<file path="src/rtl/fifo_arb_pkg.sv">
// Shared types and helpers for the FIFO write-port arbiter.
package fifo_arb_pkg;

  typedef enum logic [0:0] {ARB_IDLE, ARB_BURST} arb_state_e;

  // Modulo increment that also wraps correctly when n is not a power of two.
  function automatic int unsigned rr_next(input int unsigned ptr, input int unsigned n);
    return (ptr + 1 >= n) ? 0 : ptr + 1;
  endfunction

endpackage

</file>
<file path="src/rtl/rr_priority_picker.sv">
// Combinational round-robin picker: first set request at or after ptr_i, wrapping.
module rr_priority_picker #(
  parameter int unsigned NUM_REQ = 4,
  parameter int unsigned PTR_W   = (NUM_REQ > 1) ? $clog2(NUM_REQ) : 1
) (
  input  logic [NUM_REQ-1:0] req_i,
  input  logic [PTR_W-1:0]   ptr_i,
  output logic [NUM_REQ-1:0] gnt_o,
  output logic [PTR_W-1:0]   idx_o,
  output logic               any_o
);

  logic [2*NUM_REQ-1:0] req_dbl;
  logic [2*NUM_REQ-1:0] mask;
  logic [2*NUM_REQ-1:0] masked;

  always_comb begin
    req_dbl = {req_i, req_i};
    for (int unsigned i = 0; i < 2 * NUM_REQ; i++) begin
      mask[i] = (i >= 32'(ptr_i));
    end
    masked = req_dbl & mask;
    idx_o  = '0;
    gnt_o  = '0;
    // Scan downward so the lowest masked position wins; the upper copy covers the wrap.
    for (int i = 2 * int'(NUM_REQ) - 1; i >= 0; i--) begin
      if (masked[i]) idx_o = PTR_W'(i % int'(NUM_REQ));
    end
    if (|req_i) gnt_o[idx_o] = 1'b1;
  end

  assign any_o = |req_i;

endmodule

</file>
<file path="src/rtl/fifo_write_arbiter.sv">
// Round-robin burst arbiter sharing one AsyncFIFO write port between NUM_REQ producers.
module fifo_write_arbiter
  import fifo_arb_pkg::*;
#(
  parameter int unsigned NUM_REQ    = 4,
  parameter int unsigned DATA_WIDTH = 16,
  parameter int unsigned MAX_BURST  = 16
) (
  input  logic                          clk_i,
  input  logic                          rst_i,
  input  logic [NUM_REQ-1:0]            req_valid_i,
  input  logic [NUM_REQ*DATA_WIDTH-1:0] req_data_i,
  input  logic [NUM_REQ-1:0]            req_last_i,
  output logic [NUM_REQ-1:0]            req_ready_o,
  output logic                          fifo_wr_en_o,
  output logic [DATA_WIDTH-1:0]         fifo_wr_data_o,
  input  logic                          fifo_full_i,
  input  logic                          fifo_almost_full_i,
  output logic [NUM_REQ-1:0]            grant_o,
  output logic                          busy_o
);

  localparam int unsigned PtrW  = (NUM_REQ > 1) ? $clog2(NUM_REQ) : 1;
  localparam int unsigned BeatW = $clog2(MAX_BURST + 1);

  arb_state_e         state_q, state_d;
  logic [NUM_REQ-1:0] grant_q, grant_d;
  logic [PtrW-1:0]    gidx_q, gidx_d;
  logic [PtrW-1:0]    rr_q, rr_d;
  logic [BeatW-1:0]   beat_q, beat_d;

  logic [NUM_REQ-1:0] pick_gnt;
  logic [PtrW-1:0]    pick_idx;
  logic               pick_any;

  rr_priority_picker #(
    .NUM_REQ (NUM_REQ),
    .PTR_W   (PtrW)
  ) u_picker (
    .req_i (req_valid_i),
    .ptr_i (rr_q),
    .gnt_o (pick_gnt),
    .idx_o (pick_idx),
    .any_o (pick_any)
  );

  always_ff @(posedge clk_i) begin
    if (rst_i) begin
      state_q <= ARB_IDLE;
      grant_q <= '0;
      gidx_q  <= '0;
      rr_q    <= '0;
      beat_q  <= '0;
    end else begin
      state_q <= state_d;
      grant_q <= grant_d;
      gidx_q  <= gidx_d;
      rr_q    <= rr_d;
      beat_q  <= beat_d;
    end
  end

  always_comb begin
    state_d        = state_q;
    grant_d        = grant_q;
    gidx_d         = gidx_q;
    rr_d           = rr_q;
    beat_d         = beat_q;
    req_ready_o    = '0;
    fifo_wr_en_o   = 1'b0;
    fifo_wr_data_o = '0;
    busy_o         = 1'b0;

    unique case (state_q)
      ARB_IDLE: begin
        if (pick_any && !fifo_almost_full_i) begin
          grant_d = pick_gnt;
          gidx_d  = pick_idx;
          beat_d  = '0;
          state_d = ARB_BURST;
        end
      end
      ARB_BURST: begin
        busy_o         = 1'b1;
        fifo_wr_data_o = req_data_i[32'(gidx_q) * DATA_WIDTH +: DATA_WIDTH];
        // Reset wins over an in-flight transfer so nothing is written in the reset cycle.
        if (!rst_i) begin
          req_ready_o[gidx_q] = !fifo_full_i;
          fifo_wr_en_o        = req_valid_i[gidx_q] & !fifo_full_i;
        end
        if (fifo_wr_en_o) begin
          beat_d = beat_q + BeatW'(1);
          if (req_last_i[gidx_q] || (beat_q == BeatW'(MAX_BURST - 1))) begin
            state_d = ARB_IDLE;
            grant_d = '0;
            rr_d    = PtrW'(rr_next(32'(gidx_q), NUM_REQ));
          end
        end
      end
      default: state_d = ARB_IDLE;
    endcase
  end

  assign grant_o = grant_q;

endmodule

</file>
<file path="config.mk">
export PLATFORM = sky130hd
export DESIGN_NAME = fifo_write_arbiter
export DESIGN_NICKNAME = d
export VERILOG_FILES = /design/src/rtl/fifo_arb_pkg.sv /design/src/rtl/rr_priority_picker.sv /design/src/rtl/fifo_write_arbiter.sv
export SDC_FILE = /design/constraint.sdc
export NUM_CORES = 1
export LEC_CHECK = 0
export BUFFER_PORTS_ARGS = -buffer_cell sky130_fd_sc_hd__buf_4
export CORE_UTILIZATION = 44
export CTS_CLUSTER_SIZE = 20
export DETAILED_ROUTE_END_ITERATION = 12
export GPL_TIMING_DRIVEN = 0
export PLACE_DENSITY_LB_ADDON = 0.1
export SKIP_CTS_REPAIR_TIMING = 1
export SYNTH_ARGS = -nofsm -noshare
export SYNTH_HDL_FRONTEND = slang
export SYNTH_SLANG_ARGS = --single-unit
</file>
<file path="constraint.sdc">
create_clock -name clk_i -period 2.85 [get_ports clk_i]
set_clock_uncertainty 0.05 [all_clocks]
set_input_delay 0.4275 -clock clk_i [delete_from_list [all_inputs] [get_ports clk_i]]
set_output_delay 0.4275 -clock clk_i [all_outputs]
set_load 0.01 [all_outputs]
</file>
; ---- After elaboration in Yosys (flattened, before gate mapping)
; Index checks and enable logic that the tools add are counted.
[totals]
latchBits = 0
n_memories = 0
register_bits = 14
rom_bits = 0
output_inout_bits = 26
mem_bits_rw = 0
word_cells = 71
inputBits = 76
[classes]
multipliers = 0
shift = 1
magnitude_cmp = 8
n_reduce_logical = 11
add_sub_neg = 2
mux = 36
bitwise_logic = 4
n_eq_ne = 4
div = 0
[ops]
columns = op, n
row1 = 64-bit by 7-bit indexed part select with 16-bit output, 1
row2 = 4-bit two-way mux, 6
row3 = 2-bit two-way mux, 9
row4 = 16-bit two-way mux, 1
row5 = 1-bit two-way mux, 11
row6 = 5-bit two-way mux, 2
row7 = 5-bit one-hot mux with 2 select lines, 1
row8 = 8-bit bitwise AND, 1
row9 = 4-bit one-hot mux with 2 select lines, 1
row10 = 2-bit by 3-bit < comparator with 1-bit output (second input constant), 2
row11 = 3-bit AND reduction, 2
row12 = 5-bit by 1-bit adder with 5-bit output (second input constant), 1
row13 = 5-bit by 4-bit == test with 1-bit output (second input constant), 1
row14 = 4-bit bitwise AND, 1
row15 = 1-bit binary-select mux with 2-bit select, 2
row16 = 1-bit demux with 2-bit select, 2
row17 = 1-bit by 2-bit >= comparator with 1-bit output (first input constant), 2
row18 = 2-bit by 1-bit >= comparator with 1-bit output (second input constant), 2
row19 = 2-bit by 1-bit != test with 1-bit output (second input constant), 2
row20 = 2-bit AND reduction, 2
row21 = 4-bit OR reduction, 1
row22 = 2-bit by 1-bit adder with 3-bit output (second input constant), 1
row23 = 3-bit >= comparator (second input constant), 1
row24 = 1-bit logical AND, 3
row25 = 7 further kinds, 8

; ---- Logic depth before layout (Yosys ltp)
[logic_depth]
ltp_word = 17
ltp_mapped = 6
depth_no_buf = 6

; ---- Hierarchy
; Synthesis repeated with hierarchy kept, for this count alone.
[hier_totals]
cells_unflattened = 152
area_unflattened_um2 = 1446.4
[modules_own_cells]
columns = module, n_inst, area_per_inst_um2, seq_area_each_um2, cells_per_inst
row1 = fifo_write_arbiter, 1, 1277.5, 280.3, 125
row2 = rr_priority_picker, 1, 168.9, 0.0, 27

; ---- Worst setup path after synthesis
; No wires, ideal clock.
[synth_path]
path_kind = register to output
from = register gidx_q[0]
to = output port fifo_wr_data_o[10]
n_path_buf = 2
arrival_time_ns = 1.554
stages_incl_launch_ff = 5
setup_slack_ns = 0.818
path_cell_list = dfxtp_1 > buf_4 > buf_2 > mux4_2 > and2_1
[synth_via]
elab_chain_cells = 2
[synth_lines]
columns = item, line_no
row1 = "start, declared", fifo_write_arbiter.sv:28  ; logic [PtrW-1:0] gidx_q, gidx_d;
row2 = "start signal, assigned", fifo_write_arbiter.sv:57  ; gidx_q <= gidx_d;
row3 = 64-bit by 7-bit indexed part select with 16-bit output, fifo_write_arbiter.sv:85  ; fifo_wr_data_o = req_data_i[32'(gidx_q) * DATA_WIDTH +: DATA_WIDTH];
row4 = 16-bit two-way mux, fifo_write_arbiter.sv:74  ; unique case (state_q)
row5 = "end, declared", fifo_write_arbiter.sv:16  ; output logic [DATA_WIDTH-1:0] fifo_wr_data_o,
; Every way passes these cells.

; ---- Worst setup path in the final report
[layout_path]
from = register gidx_q[0]
to = output port fifo_wr_data_o[11]
; The elaborated chain is that of the path after synthesis.

==> out/metrics.yaml <==
global_routing:
  grt_overflow: 0
  grt.total_usage: 0.260
  antenna_found_initial: 0
  grt_max_degree: 11
  grt_pass1_wl_mm: 6.82
  grt_pass1_vias: 1443
final_layout:
  utilization: 0.773
  n_antenna_cell: 0
  final_common_cell: "buf_4"
  syn_to_final_growth_pct: 59.9
  fin_cells: 271
  drive_above_1_share: 0.529
  nets: 323
  most-common-layout-cells: "buf_4, and2_1, mux4_2, dfxtp_1, a21oi_1"
pwr:
  seqPwrFrac: 0.351
  p_leak_nw: 1.01
  internal_power_uw: 425
  switching_share: 0.272
  finalPower_uw: 583
  power_frac_comb: 0.400
  switchingPower_uw: 159
  max-vdd-ir-drop_mv: 0.272
  p_clk_frac: 0.249
  p_per_area_nw_per_um2: 265
setup_path:
  arrival_ns: 2.09
  worstPathMaxFanout: 10
  rrSetupSlack_ns: 0.94
  endpoint_kind: "output pin"
  criticalPathCategory: "reg2out"
  timing.rr.start: "gidx_q[1]$_SDFFE_PP0P_"
  r2r_cells: 6
  r2r_end: "beat_q[0]$_SDFFE_PP0P_"
  critPathRequiredTime_ns: 2.37
  cp-start-kind: "flop"
routing:
  wire_per_inst_um: 16.3
  wl_met2_mm: 2.38
  routed_via_density: 5.66
  drtIter0Drc: 85
  drt-total-wl_mm: 4.42
  wl_met3_um: 343
  vias: 1535
  ant_nets: 0
  wl_met1_mm: 1.64
  dr.pass1.iters: 8
  top_layer_used: "met4"
  drc: 10
synth:
  ys_types: 34
  syn_area_per_cell_um2: 10.1
  yosys_warnings: 0
  synthesis.nets: 218
  yosysSeqAreaShare: 0.203
  synth_seq_cells: 14
  synth_cells: 136
  synth_area_um2: 1380
hold_path:
  min_path_cells: 2
  hp-start: "beat_q[4]$_SDFFE_PP0P_"
  hold_end: "beat_q[4]$_SDFFE_PP0P_"
  hp-class: "reg2reg"
placement:
  port_buffers: 100
  dp_cells: 267
  pre_cts_slack_ns: 0.550
  place.gp.congestion: 0.919
  dp_hpwl_mm: 3.59
cts:
  cts_tree: "yes"
  clk_pin_slew_worst_paths_ns: 0.09
  numCtsBuffers: 3
  cts-root-buf: "clkbuf_4"
  ctsHtreeMaxLevel: 1
  worst_skew_pair.late_latency_ns: 0.28
  cts_sinks: 14
  clock_path_buffers: 2
die:
  coreArea_um2: 2850
  rows: 19
  die_h_um: 58.0
  ios: 102
  start_util: 0.483
  dieWidth_um: 58.0
  dieArea_um2: 3360
timing:
  worstMarginPinSlew_ns: 0.592
  fin_crit_ns: 2.57
  hold_viol_final: 0
  max_freq_mhz: 389
  setup_violations: 0
  rsz0062_at_grt: "no"
  setup_tns_ns: 0
  finalCritPeriodShare: 0.901
  relSlewSlack: 0.605
  setup_ws_ns: 0.281
  finalMaxSlewViolations: 0
run_status:
  violations: "DRC"
  outcome: "complete, but fails checks"
job:
  cap_viol_max_count: 0
==> area by class of cell <==
type	instances	area, µm²
Sequential cell	14	280
Inverter	7	26.3
Multi-Input combinational cell	107	1030
Fill cell	208	648
Buffer	8	45.0
Tap cell	31	38.8
Clock buffer	4	36.3
Timing Repair Buffer	100	751
==> through the flow <==
step                area [µm²]  hold slack, ns
floorplan                 1380           0.398
global placement          2170           0.404
detailed placement        2170           0.412
CTS                       2200           0.423
global route              2200           0.460
finish                    2200           0.417
==> worst max-delay path by stage <==
stage                           startpoint                  to  slack, ns  cells after the start
finish              gidx_q[0]$_SDFFE_PP0P_  fifo_wr_data_o[11]       0.28                      5
CTS                 gidx_q[0]$_SDFFE_PP0P_  fifo_wr_data_o[11]       0.25                      5
floorplan           gidx_q[0]$_SDFFE_PP0P_  fifo_wr_data_o[10]       0.82                      4
detailed placement  gidx_q[0]$_SDFFE_PP0P_  fifo_wr_data_o[11]       0.55                      5
global route        gidx_q[0]$_SDFFE_PP0P_  fifo_wr_data_o[11]       0.15                      5
global placement    gidx_q[0]$_SDFFE_PP0P_  fifo_wr_data_o[10]       0.58                      5
==> synth_stat cells <==
| master | number | area (µm²) |
|---|---|---|
| and2_1 | 20 | 125 |
| buf_2 | 3 | 15.0 |
| o21a_1 | 2 | 15.0 |
| or2_2 | 1 | 6.26 |
| nand2_1 | 5 | 18.8 |
| inv_1 | 7 | 26.3 |
| nand4_1 | 4 | 25.0 |
| mux2i_1 | 2 | 20.0 |
| and3_1 | 1 | 6.26 |
| nor2_1 | 7 | 26.3 |
| nand3b_1 | 2 | 15.0 |
| a21oi_1 | 8 | 40.0 |
| a221oi_1 | 1 | 8.76 |
| nor4_1 | 2 | 12.5 |
| dfxtp_1 | 14 | 280 |
| a311oi_1 | 1 | 8.76 |
| or4_1 | 1 | 7.51 |
| buf_6 | 1 | 11.3 |
| o211ai_4 | 1 | 21.3 |
| or3_1 | 4 | 25.0 |
| nand2b_1 | 3 | 18.8 |
| nor3b_4 | 1 | 18.8 |
| and2_4 | 1 | 8.76 |
| mux4_2 | 14 | 315 |
| o211a_1 | 1 | 10.0 |
| o41ai_1 | 4 | 35.0 |
| clkbuf_1 | 3 | 11.3 |
| a31oi_1 | 2 | 12.5 |
| nand3_1 | 6 | 30.0 |
| nor3_1 | 2 | 10.0 |
| buf_4 | 1 | 7.51 |
| ha_1 | 6 | 75.1 |
| nor2b_1 | 1 | 6.26 |
| mux4_1 | 4 | 105 |
==> per-layer routing <==
metal / vias to the layer above / global-route usage
met2: 68 / 0.488
met3: 8 / 0.0335
met4: 0 / 0.0680
met5: - / 0
li1: 735 / -
met1: 724 / 0.311
==> state kept, by name, indices dropped and copies added, names as in the netlist <==
register / count
beat_q: 5
grant_o: 4
gidx_q: 2
rr_q: 2
state_q: 1
==> worst max-delay path, stage by stage (launching register included) <==
cell and delay [ns]:
dfxtp_1 0.41, buf_4 0.24, buf_2 0.31, mux4_2 0.53, and2_1 0.18, buf_4 0.14
==> power groups by stage <==
stage	clock [mW]	sequential, mW	combinational, mW
CTS	0.142	0.205	0.234
finish	0.145	0.205	0.234
detailed placement	0	0.209	0.234
floorplan	0	0.210	0.106
global placement	0	0.209	0.226
global route	0.148	0.205	0.251
==> cells by family (layout without fill, tap and decap cells) <==
family                   Yosys count  count (layout)  synth area share
adder cells (fa/ha/maj)            6               6            0.0544
buffers and inverters             15             119            0.0517
multiplexers                      20              20             0.319
AO/OA/AOI/OAI                     20              20             0.110
flip-flops                        14              14             0.203
AND/OR/NAND/NOR                   61              61             0.261
Note: power is estimated with default switching activity, not from simulation.
